`src/rtl/snoop_bus_controller_pkg.sv`:
```
// Shared MSI coherence definitions: line states, bus message codes and the
// snoop FSM state type used by the bus-side controller.
package msi_pkg;

   localparam logic [1:0] INVALID    = 2'b00;
   localparam logic [1:0] EXCLUSIVE  = 2'b01;
   localparam logic [1:0] SHARED     = 2'b10;

   localparam logic [1:0] READ_MISS  = 2'b00;
   localparam logic [1:0] WRITE_MISS = 2'b01;
   localparam logic [1:0] INVALIDATE = 2'b10;
   localparam logic [1:0] EMPTY      = 2'b11;

   typedef enum logic [1:0] {
      ST_IDLE      = 2'b00,
      ST_LOOKUP    = 2'b01,
      ST_WRITEBACK = 2'b10,
      ST_DONE      = 2'b11
   } snoop_state_e;

   // 2'b11 is not a legal line state and is treated as not holding the block
   function automatic logic line_is_valid(input logic [1:0] st);
      return (st == EXCLUSIVE) || (st == SHARED);
   endfunction

endpackage

```
`src/rtl/snoop_bus_controller_if.sv`:
```
// Bus, CPU-update, CPU-read and write-back signals of the snoop controller.
// slave = controller side, master = bus/CPU/memory side.
interface snoop_bus_controller_if #(
   parameter int ADDR_W = 8,
   parameter int IDX_W  = 2
);
   logic                      bus_valid;
   logic [1:0]                bus_msg;
   logic [ADDR_W-1:0]         bus_addr;
   logic                      bus_ready;
   logic                      cpu_upd_valid;
   logic [IDX_W-1:0]          cpu_upd_index;
   logic [ADDR_W-IDX_W-1:0]   cpu_upd_tag;
   logic [1:0]                cpu_upd_state;
   logic                      cpu_upd_ready;
   logic [IDX_W-1:0]          cpu_rd_index;
   logic [1:0]                cpu_rd_state;
   logic [ADDR_W-IDX_W-1:0]   cpu_rd_tag;
   logic                      wb_valid;
   logic [ADDR_W-1:0]         wb_addr;
   logic                      wb_ready;
   logic                      abort_mem;
   logic                      snoop_done;
   logic                      proto_err;

   modport slave (
      input  bus_valid, bus_msg, bus_addr,
      output bus_ready,
      input  cpu_upd_valid, cpu_upd_index, cpu_upd_tag, cpu_upd_state,
      output cpu_upd_ready,
      input  cpu_rd_index,
      output cpu_rd_state, cpu_rd_tag,
      output wb_valid, wb_addr,
      input  wb_ready,
      output abort_mem, snoop_done, proto_err
   );

   modport master (
      output bus_valid, bus_msg, bus_addr,
      input  bus_ready,
      output cpu_upd_valid, cpu_upd_index, cpu_upd_tag, cpu_upd_state,
      input  cpu_upd_ready,
      output cpu_rd_index,
      input  cpu_rd_state, cpu_rd_tag,
      input  wb_valid, wb_addr,
      output wb_ready,
      input  abort_mem, snoop_done, proto_err
   );
endinterface

```
`src/rtl/snoop_bus_controller_array.sv`:
```
// Direct-mapped tag/state storage: combinational CPU read port, combinational
// lookup port for the snoop FSM, and a single write port.
module snoop_line_array
   import msi_pkg::*;
#(
   parameter int ADDR_W = 8,
   parameter int IDX_W  = 2
) (
   input  logic                    clock,
   input  logic                    reset,
   input  logic [IDX_W-1:0]        rd_index_i,
   output logic [1:0]              rd_state_o,
   output logic [ADDR_W-IDX_W-1:0] rd_tag_o,
   input  logic [IDX_W-1:0]        lk_index_i,
   output logic [1:0]              lk_state_o,
   output logic [ADDR_W-IDX_W-1:0] lk_tag_o,
   input  logic                    wr_en_i,
   input  logic [IDX_W-1:0]        wr_index_i,
   input  logic [1:0]              wr_state_i,
   input  logic [ADDR_W-IDX_W-1:0] wr_tag_i
);
   localparam int LINES = 1 << IDX_W;

   logic [1:0]              state_q [LINES];
   logic [ADDR_W-IDX_W-1:0] tag_q   [LINES];

   // Line storage: cleared on reset, single write per cycle otherwise
   always_ff @(posedge clock) begin
      if (reset) begin
         for (int i = 0; i < LINES; i++) begin
            state_q[i] <= INVALID;
            tag_q[i]   <= '0;
         end
      end else if (wr_en_i) begin
         state_q[wr_index_i] <= wr_state_i;
         tag_q[wr_index_i]   <= wr_tag_i;
      end
   end

   assign rd_state_o = state_q[rd_index_i];
   assign rd_tag_o   = tag_q[rd_index_i];
   assign lk_state_o = state_q[lk_index_i];
   assign lk_tag_o   = tag_q[lk_index_i];

endmodule

```
`src/rtl/snoop_bus_controller.sv`:
```
// Bus-side MSI snoop controller: looks up remote misses/invalidates, downgrades
// or invalidates the line, and writes back + aborts memory for exclusive hits.
module snoop_bus_controller
   import msi_pkg::*;
#(
   parameter int ADDR_W = 8,
   parameter int IDX_W  = 2
) (
   input  logic             clock,
   input  logic             reset,
   snoop_bus_controller_if.slave bus
);
   localparam int TAG_W = ADDR_W - IDX_W;

   snoop_state_e      state_q, state_d;
   logic [1:0]        msg_q, msg_d;
   logic [ADDR_W-1:0] addr_q, addr_d;

   logic [IDX_W-1:0]  lk_idx_s;
   logic [TAG_W-1:0]  lk_tag_s;
   logic [1:0]        line_state_s;
   logic [TAG_W-1:0]  line_tag_s;
   logic              hit_s;
   logic              excl_hit_s;

   logic              commit_en_s;
   logic [1:0]        commit_state_s;
   logic              abort_s;
   logic              perr_s;

   logic              bus_ready_s;
   logic              upd_ready_s;
   logic              upd_fire_s;
   logic              wr_en_s;
   logic [IDX_W-1:0]  wr_index_s;
   logic [1:0]        wr_state_s;
   logic [TAG_W-1:0]  wr_tag_s;

   assign lk_idx_s   = addr_q[IDX_W-1:0];
   assign lk_tag_s   = addr_q[ADDR_W-1:IDX_W];
   assign hit_s      = line_is_valid(line_state_s) && (line_tag_s == lk_tag_s);
   assign excl_hit_s = hit_s && (line_state_s == EXCLUSIVE);

   // Control state and captured bus message
   always_ff @(posedge clock) begin
      if (reset) begin
         state_q <= ST_IDLE;
         msg_q   <= EMPTY;
         addr_q  <= '0;
      end else begin
         state_q <= state_d;
         msg_q   <= msg_d;
         addr_q  <= addr_d;
      end
   end

   // Next-state, lookup decision and line commit
   always_comb begin
      state_d        = state_q;
      msg_d          = msg_q;
      addr_d         = addr_q;
      commit_en_s    = 1'b0;
      commit_state_s = line_state_s;
      abort_s        = 1'b0;
      perr_s         = 1'b0;
      case (state_q)
         ST_IDLE: begin
            if (bus.bus_valid) begin
               msg_d   = bus.bus_msg;
               addr_d  = bus.bus_addr;
               state_d = ST_LOOKUP;
            end else begin
               state_d = ST_IDLE;
            end
         end
         ST_LOOKUP: begin
            state_d = ST_DONE;
            case (msg_q)
               READ_MISS: begin
                  if (excl_hit_s) begin
                     commit_en_s    = 1'b1;
                     commit_state_s = SHARED;
                     abort_s        = 1'b1;
                     state_d        = ST_WRITEBACK;
                  end else begin
                     state_d = ST_DONE;
                  end
               end
               WRITE_MISS: begin
                  if (hit_s) begin
                     commit_en_s    = 1'b1;
                     commit_state_s = INVALID;
                     abort_s        = excl_hit_s;
                     state_d        = excl_hit_s ? ST_WRITEBACK : ST_DONE;
                  end else begin
                     state_d = ST_DONE;
                  end
               end
               INVALIDATE: begin
                  // an invalidate should never find a sole owner: flag, drop, no data
                  if (hit_s) begin
                     commit_en_s    = 1'b1;
                     commit_state_s = INVALID;
                     perr_s         = excl_hit_s;
                  end else begin
                     commit_en_s = 1'b0;
                  end
               end
               default: state_d = ST_DONE;
            endcase
         end
         ST_WRITEBACK: begin
            if (bus.wb_ready) begin
               state_d = ST_DONE;
            end else begin
               state_d = ST_WRITEBACK;
            end
         end
         ST_DONE:  state_d = ST_IDLE;
         default:  state_d = ST_IDLE;
      endcase
   end

   assign bus_ready_s = (state_q == ST_IDLE) && !reset;
   assign upd_ready_s = (state_q != ST_LOOKUP) && !reset;
   assign upd_fire_s  = bus.cpu_upd_valid && upd_ready_s && (bus.cpu_upd_state != 2'b11);

   // Commit and CPU update are exclusive in time because LOOKUP blocks the CPU
   assign wr_en_s    = commit_en_s || upd_fire_s;
   assign wr_index_s = commit_en_s ? lk_idx_s       : bus.cpu_upd_index;
   assign wr_state_s = commit_en_s ? commit_state_s : bus.cpu_upd_state;
   assign wr_tag_s   = commit_en_s ? line_tag_s     : bus.cpu_upd_tag;

   snoop_line_array #(
      .ADDR_W (ADDR_W),
      .IDX_W  (IDX_W)
   ) u_array (
      .clock      (clock),
      .reset      (reset),
      .rd_index_i (bus.cpu_rd_index),
      .rd_state_o (bus.cpu_rd_state),
      .rd_tag_o   (bus.cpu_rd_tag),
      .lk_index_i (lk_idx_s),
      .lk_state_o (line_state_s),
      .lk_tag_o   (line_tag_s),
      .wr_en_i    (wr_en_s),
      .wr_index_i (wr_index_s),
      .wr_state_i (wr_state_s),
      .wr_tag_i   (wr_tag_s)
   );

   assign bus.bus_ready     = bus_ready_s;
   assign bus.cpu_upd_ready = upd_ready_s;
   assign bus.wb_valid      = (state_q == ST_WRITEBACK);
   assign bus.wb_addr       = addr_q;
   assign bus.abort_mem     = abort_s && !reset;
   assign bus.proto_err     = perr_s && !reset;
   assign bus.snoop_done    = (state_q == ST_DONE);

endmodule

```
`src/flat_wrapper.sv`:
```
// flat-port wrapper written by rule: the top's interface ports become plain ports
module snoop_bus_controller_flat import msi_pkg::*;
#(
   parameter int ADDR_W = 8,
   parameter int IDX_W  = 2
)
  (clock, reset, bus_bus_valid, bus_bus_msg, bus_bus_addr, bus_bus_ready, bus_cpu_upd_valid, bus_cpu_upd_index, bus_cpu_upd_tag, bus_cpu_upd_state, bus_cpu_upd_ready, bus_cpu_rd_index, bus_cpu_rd_state, bus_cpu_rd_tag, bus_wb_valid, bus_wb_addr, bus_wb_ready, bus_abort_mem, bus_snoop_done, bus_proto_err);
  snoop_bus_controller_if #(.ADDR_W(ADDR_W), .IDX_W(IDX_W)) bus_i ();
  input  logic clock;
  input  logic reset;
  input wire logic [$bits(bus_i.bus_valid)-1:0] bus_bus_valid;
  input wire logic [$bits(bus_i.bus_msg)-1:0] bus_bus_msg;
  input wire logic [$bits(bus_i.bus_addr)-1:0] bus_bus_addr;
  output wire logic [$bits(bus_i.bus_ready)-1:0] bus_bus_ready;
  input wire logic [$bits(bus_i.cpu_upd_valid)-1:0] bus_cpu_upd_valid;
  input wire logic [$bits(bus_i.cpu_upd_index)-1:0] bus_cpu_upd_index;
  input wire logic [$bits(bus_i.cpu_upd_tag)-1:0] bus_cpu_upd_tag;
  input wire logic [$bits(bus_i.cpu_upd_state)-1:0] bus_cpu_upd_state;
  output wire logic [$bits(bus_i.cpu_upd_ready)-1:0] bus_cpu_upd_ready;
  input wire logic [$bits(bus_i.cpu_rd_index)-1:0] bus_cpu_rd_index;
  output wire logic [$bits(bus_i.cpu_rd_state)-1:0] bus_cpu_rd_state;
  output wire logic [$bits(bus_i.cpu_rd_tag)-1:0] bus_cpu_rd_tag;
  output wire logic [$bits(bus_i.wb_valid)-1:0] bus_wb_valid;
  output wire logic [$bits(bus_i.wb_addr)-1:0] bus_wb_addr;
  input wire logic [$bits(bus_i.wb_ready)-1:0] bus_wb_ready;
  output wire logic [$bits(bus_i.abort_mem)-1:0] bus_abort_mem;
  output wire logic [$bits(bus_i.snoop_done)-1:0] bus_snoop_done;
  output wire logic [$bits(bus_i.proto_err)-1:0] bus_proto_err;
  assign bus_i.bus_valid = bus_bus_valid;
  assign bus_i.bus_msg = bus_bus_msg;
  assign bus_i.bus_addr = bus_bus_addr;
  assign bus_bus_ready = bus_i.bus_ready;
  assign bus_i.cpu_upd_valid = bus_cpu_upd_valid;
  assign bus_i.cpu_upd_index = bus_cpu_upd_index;
  assign bus_i.cpu_upd_tag = bus_cpu_upd_tag;
  assign bus_i.cpu_upd_state = bus_cpu_upd_state;
  assign bus_cpu_upd_ready = bus_i.cpu_upd_ready;
  assign bus_i.cpu_rd_index = bus_cpu_rd_index;
  assign bus_cpu_rd_state = bus_i.cpu_rd_state;
  assign bus_cpu_rd_tag = bus_i.cpu_rd_tag;
  assign bus_wb_valid = bus_i.wb_valid;
  assign bus_wb_addr = bus_i.wb_addr;
  assign bus_i.wb_ready = bus_wb_ready;
  assign bus_abort_mem = bus_i.abort_mem;
  assign bus_snoop_done = bus_i.snoop_done;
  assign bus_proto_err = bus_i.proto_err;
  snoop_bus_controller #(.ADDR_W(ADDR_W), .IDX_W(IDX_W)) u_core (.clock(clock), .reset(reset), .bus(bus_i));
endmodule
```
`config.mk`:
```
export PLATFORM = sky130hd
export DESIGN_NAME = snoop_bus_controller_flat
export DESIGN_NICKNAME = d
export VERILOG_FILES = /design/src/rtl/snoop_bus_controller_pkg.sv /design/src/rtl/snoop_bus_controller_if.sv /design/src/rtl/snoop_bus_controller_array.sv /design/src/rtl/snoop_bus_controller.sv /design/src/flat_wrapper.sv
export SDC_FILE = /design/constraint.sdc
export NUM_CORES = 1
export LEC_CHECK = 0
export BUFFER_PORTS_ARGS = -buffer_cell sky130_fd_sc_hd__buf_2
export CELL_PAD_IN_SITES_DETAIL_PLACEMENT = 0
export CELL_PAD_IN_SITES_GLOBAL_PLACEMENT = 1
export CORE_MARGIN = 1
export CORE_UTILIZATION = 48
export CTS_CLUSTER_SIZE = 28
export DETAILED_ROUTE_END_ITERATION = 10
export HOLD_SLACK_MARGIN = 0.08
export PLACE_DENSITY_LB_ADDON = 0.1
export SYNTH_ARGS = -nofsm -noshare
export SYNTH_HDL_FRONTEND = slang
export SYNTH_SLANG_ARGS = --single-unit
export TNS_END_PERCENT = 100
```
`constraint.sdc`:
```
create_clock -name clock -period 6.2 [get_ports clock]
set_input_delay 0.62 -clock clock [delete_from_list [all_inputs] [get_ports clock]]
set_output_delay 0.62 -clock clock [all_outputs]
set_load 0.02 [all_outputs]
```
After elaboration in Yosys (flattened, before gate mapping)
Memories as Yosys holds them, arrays and structs flattened. A register that Yosys moved wholly into a read port is not among the register bits.
Cells that the tools add are included.
W data, S select, Z words.
{"block": "op_classes", "eq_ne": 10, "muxes": 37, "reduce_logical": 17}
{"operator": "$mux W2", "n": 12}
{"operator": "$mux W1", "n": 18}
{"operator": "$mux W6", "n": 2}
{"operator": "$eq A2 B2 Y1 const B", "n": 4}
{"operator": "$logic_and A1 B1 Y1", "n": 8}
{"operator": "$pmux W2 S2", "n": 2}
{"operator": "$pmux W2 S4", "n": 1}
{"operator": "$eq A2 B1 Y1 const B", "n": 3}
{"operator": "$eq A6 B6 Y1", "n": 1}
{"operator": "$reduce_or A6 Y1", "n": 1}
{"operator": "$logic_not A2 Y1", "n": 2}
{"operator": "$pmux W1 S2", "n": 2}
{"operator": "$reduce_or A2 Y1", "n": 2}
{"operator": "$logic_or A1 B1 Y1", "n": 2}
{"operator": "$ne A2 B1 Y1 const B", "n": 1}
{"operator": "$ne A2 B2 Y1 const B", "n": 1}
{"operator": "$reduce_and A2 Y1", "n": 1}
{"operator": "$logic_not A1 Y1", "n": 1}
{"block": "totals", "mem_count": 2, "output_inout_bits": 22, "input_bits": 27, "ramBits": 32, "word_cells": 69, "reg_bits": 12}
{"memory": "u_core.u_array.tag_q", "words": 4, "width": 6, "rd": 2, "rd_clocked_by_memory_dff": 1, "write_ports": 4, "line": "snoop_bus_controller_array.sv:25", "rtl": "logic [ADDR_W-IDX_W-1:0] tag_q [LINES];"}
{"memory": "u_core.u_array.state_q", "words": 4, "width": 2, "rd": 2, "rd_clocked_by_memory_dff": 1, "write_ports": 4, "line": "snoop_bus_controller_array.sv:24", "rtl": "logic [1:0] state_q [LINES];"}

Depth between registers and ports, before layout
{"block": "logic_depth", "depth_word": 13, "ltp_mapped": 10, "ltp_nobuf": 8}

Modules after synthesis
A second synthesis with hierarchy kept.
{"block": "unflattened", "hier_cells": 202, "area_unflattened_um2": 2532.4}
{"module": "snoop_line_array", "area_each_um2": 1654.1, "n_inst": 1, "seq_area_each_um2": 960.9, "cells_per_inst": 95}
{"module": "snoop_bus_controller", "area_each_um2": 878.3, "n_inst": 1, "seq_area_each_um2": 240.2, "cells_per_inst": 107}

Worst setup path before layout
No wires, ideal clock.
{"block": "synth_timing", "path_kind": "reg2reg", "start": "register (tool-made name)", "end": "memory u_core.u_array.state_q[2][0] (enable)", "n_path_buf": 1, "arrival_ns": 3.261, "setup_time_ns": 0.404, "required_time_ns": 5.796, "stages_incl_launch_ff": 10, "setup_slack_ns": 2.536, "period_less_slack_ns": 3.664, "path_cell_list": "dfxtp_1 > buf_6 > mux4_2 > inv_1 > ha_1 > a21oi_1 > nor3b_1 > nand4_1 > or3_4 > o311ai_0"}
{"item": "end: declaration", "line": "snoop_bus_controller_array.sv:24"}

==> results.ini <==
[status]
status=completed

[cells_and_area]
drive_gt1_share_pct=33.0
fillers=510
layout_commonest_cell=buf_2
area_delta_synth_final_pct=13.9
final_core_util_pct=58.1
antenna_cells=0
final_cell_mix=buf_2, nand2_1, edfxtp_1
finalNetCount=330

[worst_setup_path]
critPathKind=reg -> reg
cpMaxStageDelayCell=o31ai_1
critPathMaxFanout=12
worstPathRequired_ps=6120
setup.worst_path.end_class=flop
crit_path_max_incr_delay_ps=950
r2r_slack_ps=2100
start_kind=flop
crit_chain=mux4_2 > inv_1 > ha_1 > a21oi_1 > nor3b_1 > nand4_1 > or3_4 > o31ai_1
worst_r2r_endpoint=u_core.u_array.tag_q[1][2]
rr_worst_depth=8
cp.arrival_ps=4020

[yosys]
ys_seq_area_share_pct=43.4
synth_cells=243
synth_top_area_share_pct=33.6
async_reset_ff_share_pct=0
yosysWarnings=0
yosys_register_bits=46
synth_edf_count=32
synth_area_mm2=0.00286
yosys-top-cells-area=edfxtp_1, mux4_2, dfxtp_1
ys.flop_type=edfxtp_1
syn_nets=280
synth_top_cell_by_area=edfxtp_1
avgSynthCellArea_um2=11.8
synth.distinct_cells=48

[die]
fp.dieH_um=79.2
die_w_um=79.2
initial_core_util_pct=51.0
rows=27
die_area_mm2=0.00627
boundaryPins=49
coreArea_mm2=0.00561

[clock_network]
clk_path_buf_depth=2
hold_buffers=0
post_cts_buffers=0
cts-buffers-inserted=5
cts.sinks=46
post_cts_resized=0
cts_tree=done
clkTransAtPathRegs_ps=90
cts-root-buf=clkbuf_8
clk_latency_ps=300
h-tree-depth=2

[route]
first_pass_iters=5
antenna_left=0
vias=2209
wl_per_cell_um=20.1
vias_per_cell=6.04
wirelength_mm=7.35
drt_iter0_drc=151
drc_errors=0

[power]
powerDensity_mw_per_mm2=265
finalPower_uw=863
vdd_drop_max_mv=0.125
power.leakage_uw=0.00125

[grt]
grt_pass1_wl_mm=11.8
antenna_found_initial=0
grt_pass1_vias=2227
grt_max_degree=29
grt_overflow=0
grtUsageTotal_pct=25.6

[place]
io_buffer_count=48
post-dp-hpwl_mm=5.30
place_congestion=0.854

[sta]
fin_crit_ps=4100
maxSlewViolCount=0
rsz0062_at_grt=false
whs_ps=485
tightestPinTransition_ps=1150
fmax_mhz=244
setup_tns_ps=0
finalSetupViolCount=0
hold_viol=0
max_slew_margin_pct=22.5
period_share_pct=66.1
finalClockSkew_ps=5.27

[min_path]
min_from=u_core.bus.wb_addr[2]
hold_end=u_core.bus.wb_addr[2]
min_path_type=reg -> reg
hold_path_depth=2

[job]
drv_cap=0

## worst max-delay path by stage
stage | to | slack, ps
final | u_core.u_array.tag_q[1][2] | 2100
after global routing | u_core.u_array.tag_q[1][4] | 1660
after CTS | u_core.u_array.tag_q[1][1] | 2010
after detailed placement | u_core.u_array.tag_q[1][4] | 2040
after global placement | u_core.u_array.tag_q[1][4] | 2110
after floorplan | u_core.u_array.state_q[2][0] | 2540
## per-layer routing
layer	vias to the layer above	part of all wire, %	global-route usage, %	routed length, µm
met2	112	48	41.7	3540
met1	1051	42	34.2	3080
li1	1038	-	-	-
met4	0	0.83	7.09	61
met3	8	9.1	5.75	672
met5	-	0	0	0
## critical path: cells and delay by family, from the launching register on
kind	cells	cell delay, ps
flops	1	770
buf+inv	1	80
mux	1	630
simple gates	3	970
fa+ha+maj	1	230
compound gates	2	1040
## flip-flops by register name (all words and copies together) (netlist names), named ones only
signal	cells
u_core.bus.wb_addr	8
u_core.msg_q	2
u_core.state_q	2
u_core.u_array.state_q	8
u_core.u_array.tag_q	24
## final cells by class
| type | instances | area, µm² | share of cell area [%] |
|---|---|---|---|
| clock buffers | 6 | 72.6 | 2.23 |
| well taps | 72 | 90.1 | 2.77 |
| inverters | 14 | 52.6 | 1.61 |
| repair buffers | 54 | 285 | 8.76 |
| clock inverters | 2 | 13.8 | 0.423 |
| flip-flops and latches | 46 | 1240 | 38.1 |
| multi-input cells | 172 | 1500 | 46.1 |
## where the power goes
part / internal (µW) / switching [µW] / total [µW] / leakage [µW]
Combinational: 113 / 174 / 286 / 0.000758
Sequential: 360 / 34.3 / 394 / 0.000447
Clock: 79.7 / 103 / 183 / 0.0000452
## kinds of logic (layout without fill, tap and decap cells)
family / count (synthesis) / after routing / share of synthesized area (%)
adders and majority gates: 10 / 10 / 4.37
muxes: 19 / 19 / 13.7
xor gates and xnor gates: 5 / 5 / 2.58
AOI/OAI and AO/OA: 55 / 55 / 15.4
buffers and inverters: 25 / 76 / 4.11
DFF: 46 / 46 / 43.4
and+or+nand+nor: 83 / 83 / 16.4
## Yosys cell counts (all sizes together) (2+ instances only)
cell type and number:
xnor2 5, a221oi 2, ha 10, a22o 14, mux2 2, clkbuf 5
o211ai 2, nand2 38, o2bb2a 2, nand3 2, o21ai 2, nor2b 5
inv 14, dfxtp 14, nand2b 2, or3 9, a31oi 2, a21oi 16
nor2 7, o31ai 10, edfxtp 32, nor4b 3, buf 6, mux4 16
nand4 6, nor4 3
## per-stage QoR
stage	std cells	setup slack, ps	cell area [µm²]
final	366	2100	3260
after global routing	366	1660	3260
after CTS	366	2010	3260
after detailed placement	358	2040	3170
after global placement	358	2110	3170
after floorplan	243	2540	2860
(Power assumes the default switching activity.)
